## src/rtl/t5_lsu.sv

```systemverilog
// t5_lsu: load/store unit between execute and a Wishbone-style data bus.
// Runs one single transfer per access, and stalls the pipeline while that
// transfer is outstanding. Load data is returned aligned and sign/zero-extended.
// Misaligned addresses, illegal fn3 codes and bus timeouts are reported as
// one-cycle exception pulses.
module t5_lsu #(
  parameter int unsigned TOUT = 255
) (
  input  logic        sclk,
  input  logic        srst,
  input  logic        sena,
  input  logic [4:0]  xopc,
  input  logic [2:0]  xfn3,
  input  logic [31:0] xea,
  input  logic [31:0] xdat,
  output logic [29:0] dwb_adr_o,
  output logic [3:0]  dwb_sel_o,
  output logic [31:0] dwb_dat_o,
  output logic        dwb_we_o,
  output logic        dwb_cyc_o,
  output logic        dwb_stb_o,
  input  logic [31:0] dwb_dat_i,
  input  logic        dwb_ack_i,
  output logic [31:0] mdat,
  output logic        mld,
  output logic [1:0]  mexc,
  output logic        lsu_stall
);

  typedef enum logic {IDLE, BUSY} state_t;

  localparam logic [7:0] TLAST = 8'(TOUT - 1);

  state_t      state;
  logic [7:0]  cnt;
  logic [1:0]  lane;
  logic [2:0]  fn3_q;

  logic        is_ld;
  logic        is_st;
  logic        legal;
  logic        aligned;
  logic [3:0]  sel_c;
  logic [31:0] shf;
  logic [31:0] ext_c;

  // Decode the execute-stage request: access type, legality, alignment, lanes
  always_comb begin
    is_ld   = (xopc == 5'h00);
    is_st   = (xopc == 5'h08);
    legal   = 1'b0;
    aligned = 1'b0;
    sel_c   = '0;
    case (xfn3)
      3'b000, 3'b001, 3'b010: legal = is_ld | is_st;
      3'b100, 3'b101:         legal = is_ld;
      default:                legal = 1'b0;
    endcase
    case (xfn3[1:0])
      2'b00: begin
        aligned = 1'b1;
        sel_c   = 4'b0001 << xea[1:0];
      end
      2'b01: begin
        aligned = ~xea[0];
        sel_c   = xea[1] ? 4'b1100 : 4'b0011;
      end
      default: begin
        aligned = (xea[1:0] == 2'b00);
        sel_c   = 4'b1111;
      end
    endcase
  end

  // Pull the addressed byte/half down to bit 0 and extend it
  always_comb begin
    shf   = dwb_dat_i >> {lane, 3'b000};
    ext_c = dwb_dat_i;
    case (fn3_q[1:0])
      2'b00:   ext_c = fn3_q[2] ? {24'h000000, shf[7:0]}
                                : {{24{shf[7]}}, shf[7:0]};
      2'b01:   ext_c = fn3_q[2] ? {16'h0000, shf[15:0]}
                                : {{16{shf[15]}}, shf[15:0]};
      default: ext_c = dwb_dat_i;
    endcase
  end

  // Combinational so the pipeline advances on the same edge the ack lands
  assign lsu_stall = (state == BUSY) & ~dwb_ack_i;

  // Transfer FSM with registered bus signals, load result and exception pulses
  always_ff @(posedge sclk or negedge srst) begin
    if (!srst) begin
      state     <= IDLE;
      cnt       <= '0;
      lane      <= '0;
      fn3_q     <= '0;
      dwb_adr_o <= '0;
      dwb_sel_o <= '0;
      dwb_dat_o <= '0;
      dwb_we_o  <= 1'b0;
      dwb_cyc_o <= 1'b0;
      dwb_stb_o <= 1'b0;
      mdat      <= '0;
      mld       <= 1'b0;
      mexc      <= '0;
    end else begin
      mld  <= 1'b0;
      mexc <= '0;
      case (state)
        IDLE: begin
          if (sena && (is_ld || is_st)) begin
            if (legal && aligned) begin
              state     <= BUSY;
              cnt       <= '0;
              dwb_adr_o <= xea[31:2];
              dwb_sel_o <= sel_c;
              dwb_we_o  <= is_st;
              dwb_dat_o <= xdat;
              lane      <= xea[1:0];
              fn3_q     <= xfn3;
              dwb_cyc_o <= 1'b1;
              dwb_stb_o <= 1'b1;
            end else begin
              mexc <= 2'b01;
            end
          end
        end
        BUSY: begin
          if (dwb_ack_i) begin
            state     <= IDLE;
            dwb_cyc_o <= 1'b0;
            dwb_stb_o <= 1'b0;
            if (!dwb_we_o) begin
              mdat <= ext_c;
              mld  <= 1'b1;
            end
          end else if (cnt == TLAST) begin
            state     <= IDLE;
            dwb_cyc_o <= 1'b0;
            dwb_stb_o <= 1'b0;
            mexc      <= 2'b10;
          end else begin
            cnt <= cnt + 8'd1;
          end
        end
        default: state <= IDLE;
      endcase
    end
  end

endmodule

```

## config.mk

```make
export PLATFORM = sky130hd
export DESIGN_NAME = t5_lsu
export DESIGN_NICKNAME = d
export VERILOG_FILES = /design/src/rtl/t5_lsu.sv
export SDC_FILE = /design/constraint.sdc
export NUM_CORES = 1
export LEC_CHECK = 0
export ABC_AREA = 0
export CORE_UTILIZATION = 29
export DETAILED_ROUTE_END_ITERATION = 12
export SYNTH_ARGS = -nofsm -noshare
export SYNTH_HDL_FRONTEND = slang
export SYNTH_SLANG_ARGS = --single-unit
export TNS_END_PERCENT = 20
```

## constraint.sdc

```tcl
create_clock -name sclk -period 2.5 [get_ports sclk]
set_input_delay 0.625 -clock sclk [delete_from_list [all_inputs] [get_ports sclk]]
set_output_delay 0.625 -clock sclk [all_outputs]
set_load 0.05 [all_outputs]
```

After elaboration in Yosys (flattened, before gate mapping)
Index checks and enable logic that the tools add are counted.
{"block": "totals", "inputBits": 108, "regBits": 117, "word_cells": 78, "out_inout_bits": 105}
{"block": "classes", "n_shift": 2, "reduce_logical": 14, "addsub": 1, "eq_ne": 13, "mux": 30, "n_bitwise": 6}
{"cell": "2-to-1 mux 32 bit", "n": 2}
{"cell": "one-hot mux 32 bit (2 select lines)", "n": 1}
{"cell": "2-to-1 mux 8 bit", "n": 4}
{"cell": "right shift 32 x 5 -> 16 bit", "n": 1}
{"cell": "one-hot mux 8 bit (2 select lines)", "n": 1}
{"cell": "2-to-1 mux 1 bit", "n": 13}
{"cell": "AND reduction 3 bit", "n": 3}
{"cell": "adder 8 x 1 -> 8 bit (second input constant)", "n": 1}
{"cell": "== test 8 bit (second input constant)", "n": 1}
{"cell": "!= test 2 bit (second input constant)", "n": 4}
{"cell": "one-hot mux 1 bit (2 select lines)", "n": 4}
{"cell": "one-hot mux 4 bit (2 select lines)", "n": 1}
{"cell": "== test 3 bit (second input constant)", "n": 2}
{"cell": "zero test 2 bit", "n": 3}
{"cell": "== test 5 x 4 -> 1 bit (second input constant)", "n": 1}
{"cell": "zero test 5 bit", "n": 1}
{"cell": "== test 2 x 1 -> 1 bit (second input constant)", "n": 2}
{"cell": "2-to-1 mux 2 bit", "n": 2}
{"cell": "2-to-1 mux 4 bit", "n": 1}
{"cell": "NOT 1 bit", "n": 4}
{"cell": "one-hot mux 2 bit (2 select lines)", "n": 1}
{"cell": "AND reduction 4 bit", "n": 1}
{"cell": "left shift 1 x 2 -> 4 bit (first input constant)", "n": 1}
{"cell": "== test 3 x 1 -> 1 bit (second input constant)", "n": 1}
{"cell": "other kinds (9)", "n": 10}

Longest topological paths before layout
Gate-level depths: netlist of run 1.
{"block": "logic_depth", "depth_word": 7, "ltp_mapped": 7, "ltp_nobuf": 6}

Least setup slack after synthesis of run 1
OpenSTA, ideal clock, no wires.
{"block": "synth_path", "path_kind": "input to register", "start": "in dwb_ack_i", "end": "reg cnt[4]", "slack_ps": 431, "setup_ps": 67, "arrival_time_ps": 2002, "stages": 5, "n_path_buf": 1, "t_required_ps": 2433, "path_cell_list": "and2b_1 > o21ai_1 > buf_2 > a2111oi_0 > a311o_1"}
{"block": "synth_between", "elab_chain_len": 2}
{"item": "start: declaration", "line": "23", "source": "input logic dwb_ack_i,"}
{"item": "!= test 2 bit (no source line)"}
{"item": "AND reduction 4 bit (no source line)"}
{"item": "end signal: assignment", "line": "144", "source": "cnt <= cnt + 8'd1;"}
{"item": "end: declaration", "line": "35", "source": "logic [7:0] cnt;"}
Every way passes these cells.
A chain may end at the register's enable or synchronous reset.

Worst setup path after layout of run 1
{"block": "layout_path", "start": "reg mdat[23]", "end": "out mdat[23]"}
{"item": "start: declaration", "line": "24", "source": "output logic [31:0] mdat,"}
{"item": "start signal: assignment", "line": "135", "source": "mdat <= ext_c;"}
No word-level cell between the ends.

==> results of run 1 <==
layer usage:
metal / vias up / part of all wire
li1: 1972 / -
met1: 2067 / 0.42
met5: - / 0
met4: 0 / 0.022
met2: 162 / 0.48
met3: 21 / 0.078
cell families after synthesis:
logic type / share of synthesized area
AO/OA/AOI/OAI: 0.135
adder cells (fa/ha/maj): 0.00497
XOR/XNOR: 0.00348
buffers and inverters: 0.0286
flip-flops: 0.582
multiplexers: 0.172
AND/OR/NAND/NOR: 0.0741
stage by stage:
step	utilization	total power, W	instances	area, um^2	TNS, ps
after detailed placement	0.452	0.00565	844	7580	-2720
after CTS	0.490	0.00837	876	8220	0
after floorplan	-	0.00442	414	5030	0
final	0.490	0.00828	876	8220	0
after global placement	0.452	0.00562	844	7580	-956
after global routing	0.490	0.00863	876	8220	0
cell usage after synthesis, types with 2 or more instances:
master and instances:
dfrtp_1 117, o211ai_1 2, or4_1 3, and3_1 3
nor2b_1 4, mux2i_1 9, nor4_1 2, buf_1 2
a22oi_1 7, xor2_1 2, a21oi_1 30, buf_2 13
nand2b_1 2, nand2_1 20, o2bb2ai_1 8, ha_1 2
inv_1 3, o21ai_0 16, or2_2 2, nand3_1 6
buf_4 2, o22ai_1 23, nor2_1 31, a2bb2oi_1 7
clkbuf_1 11, and2b_1 2, o31ai_1 3, mux2_1 67
report_power, final:
group	leakage (nW)	internal (W)	switching (W)	total, W
combinational	1.76	0.00112	0.00196	0.00308
sequential	1.52	0.00229	0.000248	0.00254
clock	0.315	0.00182	0.000851	0.00267
total	3.59	0.00523	0.00306	0.00828
worst paths after layout:
check                          from            end  slack (ps)  depth (start not counted)
min reg2reg                 mdat[5]        mdat[5]         480                          2
min                            srst       mdat[24]         210                          1
min in group sclk           mdat[5]        mdat[5]         480                          2
max in group asynchronous      srst  dwb_dat_o[12]        1650                          2
max reg2reg                  cnt[0]         cnt[4]         510                          6
max                        mdat[23]       mdat[23]         270                          1
sequential cells by signal, indices dropped and copies added, names as in the netlist:
register	flops
cnt	8
dwb_adr_o	30
dwb_dat_o	32
dwb_sel_o	4
dwb_stb_o	1
dwb_we_o	1
fn3_q	3
lane	2
mdat	32
mexc	2
mld	1
state	1
cell type report:
type / count / area (um^2) / share of cell area
Sequential cell: 117 / 2930 / 0.356
Timing Repair Buffer: 238 / 2390 / 0.290
Multi-Input combinational cell: 265 / 1970 / 0.240
Inverter: 4 / 15.0 / 0.00183
Clock buffer: 23 / 468 / 0.0569
Tap cell: 220 / 275 / 0.0335
Clock inverter: 9 / 174 / 0.0212
cell usage in the layout (no fill, tap or decap), drive strengths merged:
cell type / count
buf: 28
nor4: 3
nor2b: 4
mux4: 1
clkdlybuf4s50: 210
or2: 3
and2b: 2
a2bb2oi: 7
nand4: 1
nand3b: 1
nor2: 31
a31oi: 1
or4: 3
ha: 2
clkinv: 4
bufinv: 5
nand3: 6
nand2: 20
clkbuf: 23
o21a: 1
xor2: 2
o21ai: 17
inv: 4
a22oi: 7
mux2i: 9
mux2: 67
a2111oi: 1
dfrtp: 117
o31ai: 3
and3: 3
a311o: 1
o22ai: 23
o211ai: 3
a21oi: 32
a221oi: 1
nand2b: 2
o2bb2ai: 8
==> impl.org, run 1 <==
** Run status
- The flow ran to the end, and the final reports show no timing, DRC or antenna violations.

** STA
- After layout, the worst setup slack is 268 ps.
- Setup violations remaining at the end of the flow were counted as 0.
- The max-slew violation total from the final report came to 0.
- For the pin with the worst max-slew slack, the measured transition is 610 ps.
- Worst-case hold slack :: 209 ps
- Post-route minimum period :: 2230 ps
- Fraction of the cycle the final worst path needs :: 0.893
- The number of hold-slack violations in the final timing report came to 0.
- Max_slew headroom :: 0.592
- Unrepaired setup endpoints after global routing :: false
- Static timing analysis puts the maximum clock frequency at 0.448 GHz.
- Final Skew :: 9.21 ps

** Logic synthesis
- Number of synthesized flops with an enable pin :: 0
- After technology mapping, the gate count stands at 414.
- Yosys printed 0 warnings.
- Synthesized net count :: 524
- The biggest area contributor in the post-synthesis netlist is dfrtp_1.
- Top post-synthesis cells by area :: dfrtp_1, mux2_1, a21oi_1, o22ai_1, nor2_1
- Netlist Area Pre-Place :: 0.00503 mm^2
- Share of flip-flops with an asynchronous set or reset :: 1.00
- Share of synthesized area occupied by flip-flops and latches :: 0.582
- Count of different cell masters after synthesis :: 43
- After synthesis, the mean cell area works out to 12.2 um^2.
- Fraction of post-synthesis cell area in the top cell type by area :: 0.582
- After synthesis the netlist holds a flip-flop and latch count of 117.
- Prevailing post-synth register cell :: dfrtp_1

** Die
- For this configuration, the core starts out at a cell density of 0.300.
- Floorplan row count :: 47
- After floorplanning, the core was sized to cover 0.0168 mm^2.
- The die covers 0.0179 mm^2.
- The floorplan step set the die height to 134 um.
- From left edge to right edge, the die measures 134 um.
- I/O Pins :: 213

** Clock tree
- TritonCTS Buffers :: 17
- TritonCTS built the clock tree.
- The clock net in this run drives a total of 117 sinks.
- After clock tree synthesis, the clock-pin slew on the worst setup and hold paths is 50 ps.
- CTS built an H-tree with a depth of 4.
- Gates resized during post-CTS repair numbered 0.
- The root buffer cell chosen for the clock tree is clkbuf_16.
- Hold repair after CTS inserted 0 buffers.
- Later-pin clock latency in the skew report :: 410 ps
- Deepest clock path buffer count :: 2
- Number of buffers inserted by post-CTS setup repair :: 0

** Setup path
- Top delay family on crit path :: buffers and inverters
- Critical path arrival :: 1610 ps
- Worst setup path category :: reg2out
- Crit path max-delay cell type :: clkdlybuf4s50_1
- Data on the critical path is required at its endpoint by 1880 ps.
- Walking the worst path, the cells encountered are clkdlybuf4s50_1.
- For this run, the slowest stage of the critical path takes 820 ps.
- The number of buffers and inverters on the critical path is 1.
- STA classifies the critical path startpoint as a flop.
- Maximum fanout along the worst path :: 2
- Category of the worst setup path capture point :: output pin

** Routing
- Final antenna-violating net count :: 0
- Across all layers, the routed design uses 4,222 vias.
- Vias per cell :: 4.82
- Initial detailed-routing violation count :: 153
- Dividing the detail-routed wire length by the instance count gives 17.2 um.
- The routed design has 15,100 um of wire.
- For this run, the detailed router's first-pass iteration total came to 6.
- DRC viols :: 0

** Place
- Post-place setup slack :: -76.1 ps
- Count of buffers from port buffering :: 212
- At the end of routability-driven placement, the weighted congestion stood at 0.832.
- Detailed placement finished with a half-perimeter wire length of 11,100 um.

** Global routing
- Met1 usage in global routing :: 0.214
- Met3 Track Usage GR :: 0.0582
- Entering global routing, the biggest net connects 47 pins.
- Summed over all layers, the global routing overflow is 0.
- The first global-routing pass estimated 23,900 um of wire.
- Vias in the first global route :: 4,530
- GRT Overall Usage :: 0.175
- The number of antenna violations at the first check in global routing is 0.
- Met2 usage in global routing :: 0.282
- The layer flagged by global routing as most heavily used is met2.

** Final layout
- Inserted Diodes :: 0
- Share of post-route cells with drive strength above 1 :: 0.0976
- Layout Area Growth over Synthesis :: 63.3%
- For this run, the post-layout net count is 753.
- The filler cells instantiated in the layout total 1,518.

** Pwr
- For this design the ratio of total power to cell area is 1010 mW/mm^2.
- Max IR drop VDD :: 0.659 mV
- Leakage :: 3.59 nW

** Hold path
- The min-delay analysis places its worst path in the category in2async.

** Job
- Max-cap violations in this run came to 0.
Power figures use the tool's default switching activity.
==> run 2, diff against run 1 <==
ABC_CLOCK_PERIOD_IN_PS = 2500   (was unset)
==> results of run 2 <==
Same layout as run 1: the final DEF is identical, and so are final timing and power.
